### src/rtl/motor_pwm_driver.sv
// rtl/motor_pwm_driver.sv - slew-limited motor PWM driver fed by one-hot level selects
// Duty ramps 1 % per SLEW_PERIODS PWM periods; multi-hot selects latch a fault that forces the output off.
module motor_pwm_driver #(
  parameter int CLK_DIV      = 10,
  parameter int SLEW_PERIODS = 4
) (
  input  logic       clk,
  input  logic       reset,
  input  logic       en,
  input  logic       sel_30,
  input  logic       sel_50,
  input  logic       sel_100,
  input  logic       fault_clr,
  output logic       pwm_out,
  output logic [6:0] duty,
  output logic       at_target,
  output logic       period_start,
  output logic       fault,
  output logic [2:0] state
);

  localparam int PW = (CLK_DIV > 1) ? $clog2(CLK_DIV) : 1;
  localparam int SW = (SLEW_PERIODS > 1) ? $clog2(SLEW_PERIODS) : 1;

  typedef enum logic [2:0] {
    IDLE      = 3'd0,
    RAMP_UP   = 3'd1,
    HOLD      = 3'd2,
    RAMP_DOWN = 3'd3,
    FAULT     = 3'd4
  } state_t;

  state_t        st, st_nx;
  logic [PW-1:0] presc;
  logic [6:0]    cnt;
  logic [SW-1:0] slew, slew_nx;
  logic [6:0]    target, duty_nx;
  logic [1:0]    nsel;
  logic          illegal, presc_wrap, boundary;

  assign nsel       = {1'b0, sel_30} + {1'b0, sel_50} + {1'b0, sel_100};
  assign illegal    = nsel[1];
  assign presc_wrap = (presc == PW'(CLK_DIV - 1));
  assign boundary   = presc_wrap && (cnt == 7'd99);

  always_comb begin
    target = 7'd0;
    if (en && !illegal) begin
      if (sel_30)       target = 7'd30;
      else if (sel_50)  target = 7'd50;
      else if (sel_100) target = 7'd100;
    end
  end

  // Duty only moves at a period boundary so no runt pulse is ever produced.
  always_comb begin
    duty_nx = duty;
    slew_nx = slew;
    if (duty == target) begin
      slew_nx = '0;
    end else if (boundary) begin
      if (slew == SW'(SLEW_PERIODS - 1)) begin
        slew_nx = '0;
        duty_nx = (duty < target) ? duty + 7'd1 : duty - 7'd1;
      end else begin
        slew_nx = slew + 1'b1;
      end
    end
  end

  always_comb begin
    st_nx = HOLD;
    if (duty_nx == 7'd0 && target == 7'd0) st_nx = IDLE;
    else if (duty_nx < target)             st_nx = RAMP_UP;
    else if (duty_nx > target)             st_nx = RAMP_DOWN;
  end

  always_ff @(posedge clk or posedge reset) begin
    if (reset) begin
      presc        <= '0;
      cnt          <= '0;
      slew         <= '0;
      duty         <= '0;
      st           <= IDLE;
      fault        <= 1'b0;
      at_target    <= 1'b1;
      period_start <= 1'b0;
    end else begin
      presc        <= presc_wrap ? '0 : presc + 1'b1;
      period_start <= boundary;
      if (presc_wrap) cnt <= (cnt == 7'd99) ? 7'd0 : cnt + 7'd1;

      if (illegal) begin
        st        <= FAULT;
        fault     <= 1'b1;
        duty      <= '0;
        slew      <= '0;
        at_target <= 1'b0;
      end else if (st == FAULT) begin
        if (fault_clr) begin
          st        <= IDLE;
          fault     <= 1'b0;
          duty      <= '0;
          slew      <= '0;
          at_target <= (target == 7'd0);
        end
      end else begin
        duty      <= duty_nx;
        slew      <= slew_nx;
        st        <= st_nx;
        at_target <= (duty_nx == target);
      end
    end
  end

  assign pwm_out = (cnt < duty) && (st != FAULT);
  assign state   = st;

endmodule

### config.mk
export PLATFORM = sky130hd
export DESIGN_NAME = motor_pwm_driver
export DESIGN_NICKNAME = d
export VERILOG_FILES = /design/src/rtl/motor_pwm_driver.sv
export SDC_FILE = /design/constraint.sdc
export NUM_CORES = 1
export LEC_CHECK = 0
export CAP_MARGIN = 20
export CORE_MARGIN = 5
export CORE_UTILIZATION = 55
export CTS_BUF_LIST = sky130_fd_sc_hd__clkbuf_4 sky130_fd_sc_hd__clkbuf_8
export DETAILED_ROUTE_END_ITERATION = 7
export DONT_BUFFER_PORTS = 1
export PLACE_DENSITY = 0.7
export SLEW_MARGIN = 10
export SYNTH_ARGS = -nofsm -noshare
export SYNTH_HDL_FRONTEND = slang
export SYNTH_SLANG_ARGS = --single-unit
export TNS_END_PERCENT = 1
### constraint.sdc
create_clock -name clk -period 4.98 [get_ports clk]
set_input_delay 0.249 -clock clk [delete_from_list [all_inputs] [get_ports clk]]
set_output_delay 0.249 -clock clk [all_outputs]
set_load 0.005 [all_outputs]
After elaboration in Yosys (flattened, before gate mapping). Index checks and enable logic that the tools add are counted.

Flip-flop bits (word level): 26. Input port bits: 7. Output and inout port bits: 14. Logic and storage cells: 70.

Add/sub/neg operators: 7. Order comparisons: 4. Equal/unequal tests: 8. Multiplexer cells: 31. Reductions and logical operators: 12.

Operator list (number): $mux 7 (12); $lt 7x7->1 (3); $mux 2 (8); $add 7x1->7 const B (2); $eq 7x7->1 (2); $logic_not 7->1 (2); $mux 3 (3); $eq 7x7->1 const B (1); $gt 7x7->1 (1); $mux 1 (7); $sub 7x1->7 const B (1); $ne 3x3->1 const B (2); $add 4x1->4 const B (1); $eq 4x4->1 const B (1); $logic_and 1x1->1 (4); $mux 4 (1); $reduce_and 2->1 (2); $reduce_bool 2->1 (2); $reduce_bool 4->1 (1); $eq 3x3->1 const B (1); $add 1x1->2 (1); $add 2x1->2 (1); $add 2x1->2 const B (1); $eq 2x2->1 const B (1); $logic_not 1->1 (1).

Depth between registers and ports, before layout.
Depth in word-level cells: 16. Gate-level depth with buffers: 23. Depth with buffers taken out: 23.

Worst setup path before layout. Ideal clock, no wire load.

Kind: input port to flip-flop. Start point: in sel_30. End point: reg st[0] (netlist: state[0]). Data arrival time: 4434 ps. Required time: 4894 ps. Setup slack: 460 ps. Stages: 22. Path buffers: 0. Cell sequence: ha_1 a21oi_1 nand2_1 or3_1 ha_1 a21oi_1 nand2_1 a211oi_2 inv_1 ha_1 o21ai_0 a21oi_1 o22ai_1 xor2_1 a21oi_1 or2_1 ha_1 nand4_1 nor2_1 a211oi_1 nor4_1 nor3_1.

Longest elaborated chain between the ends: 16. Elaborated cells between the ends (all ways): 23.

Ends and longest elaborated chain: start: declaration (RTL line 10) `input logic sel_30,`; $add 1x1->2 (RTL line 41) `assign nsel = {1'b0, sel_30} + {1'b0, sel_50} + {1'b0, sel_100};`; $add 2x1->2 (RTL line 41); $logic_not 1->1 (RTL line 48) `if (en && !illegal) begin`; $logic_and 1x1->1 (RTL line 48); $mux 7 (RTL line 48); $lt 7x7->1 (RTL line 64) `duty_nx = (duty < target) ? duty + 7'd1 : duty - 7'd1;`; $mux 7 (RTL line 64); $mux 7 (RTL line 62) `if (slew == SW'(SLEW_PERIODS - 1)) begin`; $mux 7 (RTL line 61) `end else if (boundary) begin`; $mux 7 (RTL line 59) `if (duty == target) begin`; $gt 7x7->1 (RTL line 75) `else if (duty_nx > target) st_nx = RAMP_DOWN;`; $mux 1 (RTL line 75); $mux 2 (RTL line 74) `else if (duty_nx < target) st_nx = RAMP_UP;`; $mux 2 (RTL line 73) `if (duty_nx == 7'd0 && target == 7'd0) st_nx = IDLE;`; $mux 3 (RTL line 99) `end else if (st == FAULT) begin`; $mux 3 (RTL line 93) `if (illegal) begin`; end signal: assignment (RTL line 110) `st <= st_nx;`; end: declaration (RTL line 33) `state_t st, st_nx;`.

Parallel ways exist; a longest one is shown, timed or not. A chain may end at the register's enable or synchronous reset.

Worst setup path after layout. Same ends and word-level chain as after synthesis.

==> summary.txt <==
Setup path
  • Crit path arrival time: approximately 4.8 ns
  • Max FO, Critical Path: 7
  • Critical Path Sink: state[0]
  • Critical Path RT: 5.17 ns
  • Worst setup path start: sel_30
  • R2r setup slk: approximately 0.8 ns
  • Setup CP Type: in2reg
  • Worst reg-to-reg path cell count: 18
  • Worst flop-to-flop path endpoint: state[0]
  • Worst r2r src: duty[5]
  • Worst Setup Start Kind: primary input
  • Setup crit end kind: flip-flop

Yosys
  • Area leader, netlist: dfrtp_1
  • Ys flop type: dfrtp_1
  • Avg Cell Area, Syn: between 9 and 10 um^2
  • Synth Register Bits: 26
  • Area contributors post-synth: dfrtp_1 (30%), ha_1 (16%), nand2_1 (3.8%)
  • Leading cell type by number of instances after synthesis: ha_1
  • Number of synthesis warnings: 0
  • Synth cell types: 55
  • Synthesized Nets: 253
  • Synthesized area: 2060 um^2
  • Ys async rst share: 1.00
  • Post-synth EDFFs: 0
  • Synth cell count leaders: ha_1 (26), dfrtp_1 (25), nand2_1 (21)
  • Sequential-to-total area share from yosys stat: 0.317
  • Top-area cell type share of the netlist area: 0.304
  • Synth Instances: 219

Pwr
  • Static Leak: ~1.0 nW
  • Power density cells: 216 nW/um^2
  • Flop pwr share: 0.461
  • Switching fraction of total power: 0.257
  • Int Pwr: 355 uW
  • Combinational fraction of design power: 0.169
  • VDD IR max: 0.000193 V
  • Tot Pwr: 479 uW
  • Clock power share: 0.370
  • NetSw: between 100 and 150 uW

Detailed routing
  • DR WL/cell: approximately 17 um
  • 1st-iter DRT viols: 72
  • TritonRoute pass-1 iters: 4
  • Drt via density: approximately 6
  • DRT Wirelength: 4710 um
  • Post-DRT Antenna Nets: 0
  • Total number of vias: ~1600
  • Drc violations: 0

Floorplan
  • Initial Util: 0.567
  • Die area: between 5000 and 6000 um^2
  • I/O pins: 21
  • Die Ht: between 70 and 80 um
  • Die width: 71.2 um
  • Core area: 3630 um^2
  • Row count: 22

Global route
  • Total gr overflow: 0
  • GRT Total Usage: 0.202
  • Vias in the first global route: 1724
  • First-pass GRT wire length: 8130 um
  • Antenna violations before repair: 0
  • Largest net degree at the start of global routing: 27

STA
  • Fmax achieved: between 200 and 250 MHz
  • Post-route clock period utilization: 0.920
  • Fin. max-slew vios: 0
  • Setup Total Neg Slack: 0 ns
  • Final setup fails: 0
  • Worst-Margin Slew: between 0.9 and 1 ns
  • Final min period: approximately 4.6 ns
  • Clock skew: about 0.0053 ns
  • Final hold vios: 0
  • Max_slew headroom: 0.339
  • RSZ-0062 raised after global routing: false

Clock tree
  • Postcts setup bufs: 0
  • Worst-Skew Late Latency: ~0.28 ns
  • Maximum clock path buffer count: 2
  • Clock slew at reported path FFs: 0.09 ns
  • CTS buffer count: 3
  • CTS resizes: 0
  • CTS sink cnt: 26
  • H-tree lvl count: 1
  • CTS tree: done
  • Root Driver: clkbuf_8

Job
  • Max_cap viols: 0

Finish
  • Layout Nets: between 200 and 300
  • Final Core Density: 0.610
  • Non-filler cells, final: around 270
  • # diodes: 0
  • Layout area overhead: 7.53%
  • Layout cells sized above 1: 0.143

Worst hold path
  • Min-Delay Path Class: in2reg

Place
  • Placed Instances: roughly 270
  • Final Wtd Congestion: ~0.94
  • Dpl hpwl: ~3600 um
  • # port buffers: 0

Outcome
  • Status: finished, final reports clean
-- critical path, stage by stage --
cell and delay, ns:
ha_1 0.27, a21oi_1 0.17, buf_4 0.17, and2_1 0.18
o21ai_0 0.18, ha_1 0.35, nand4_2 0.14, a21oi_1 0.06
a211oi_2 0.31, inv_1 0.18, ha_1 0.38, o21ai_0 0.18
a21oi_1 0.06, o22ai_1 0.17, xor2_1 0.21, a21oi_1 0.14
or2_1 0.27, ha_1 0.31, nand4_1 0.15, nor2_1 0.07
a211oi_1 0.31, nor4_1 0.09, nor3_1 0.15
-- power by group through the flow --
stage	Sequential (mW)	Combinational, mW	Clock (mW)
5_1_grt	0.221	0.0918	0.195
4_1_cts	0.220	0.0774	0.181
3_5_place_dp	0.224	0.0769	0
6_report	0.220	0.0811	0.177
2_1_floorplan	0.223	0.0608	0
3_3_place_gp	0.224	0.0733	0
-- per-layer routing --
metal  routed length, um  vias to the layer above  GRT usage
met5                   0                        -          0
met4                  79                        0     0.0626
met3                 230                       10     0.0483
met2                2360                       41      0.340
met1                2040                      777      0.254
li1                    -                      794          -
-- final cells by class --
class                      count  area [um^2]
clock inverter                 1         30.0
tap                           48         60.1
multi-input combinational    173         1320
inverter                      16         60.1
clock buffer                   3         41.3
sequential                    26          652
timing repair buffer           4         52.6
fill                         318         1420
-- kinds of logic after synthesis --
family	count (synthesis)	synth area share
adders and majority gates	27	0.168
buffers and inverters	20	0.0431
AOI/OAI and AO/OA	53	0.173
and+or+nand+nor	79	0.235
DFF	26	0.317
muxes	5	0.0261
xor gates and xnor gates	9	0.0383
-- layout by cell type (no fill, tap or decap), drive strengths merged, types with 4 or more instances in the layout --
master	synthesis	routed
nand4	5	5
nand2b	5	5
a21o	8	8
a21oi	14	14
xor2	5	5
nor2	12	12
xnor2	4	4
nand3	7	7
ha	26	26
nand2	22	22
inv	16	16
dfrtp	25	25
a211oi	4	4
nor3	5	5
o21ai	15	15
a22o	6	6
and2	7	7
-- flip-flops by register name, indices dropped and copies added (netlist names) --
signal,cells
cnt,7
duty,7
presc,4
state,3
slew,2
at_target,1
fault,1
period_start,1
-- worst min-delay path by stage --
stage / start / end / slack [ns] / cells after the start
6_report: fault_clr / state[2] / 0.07 / 1
3_3_place_gp: fault_clr / state[2] / 0.37 / 1
3_5_place_dp: fault_clr / state[2] / 0.37 / 1
4_1_cts: fault_clr / state[2] / 0.07 / 1
2_1_floorplan: reset / cnt[0] / 0.29 / 1
5_1_grt: fault_clr / state[2] / 0.05 / 1
-- what timing repair did --
item                       4_1_cts  5_1_grt
hold endpoints to repair         0        9
setup endpoints to repair        0        0
hold buffers                     0        1
-- through the flow --
stage | instance area (um^2) | worst slack [ns] | hold WS, ns
2_1_floorplan | 2060 | 0.460 | 0.288
3_3_place_gp | 2110 | 0.387 | 0.374
3_5_place_dp | 2110 | 0.136 | 0.369
4_1_cts | 2180 | 0.411 | 0.0669
5_1_grt | 2210 | 0.0243 | 0.0509
6_report | 2210 | 0.399 | 0.0744
(Power assumes the default switching activity.)
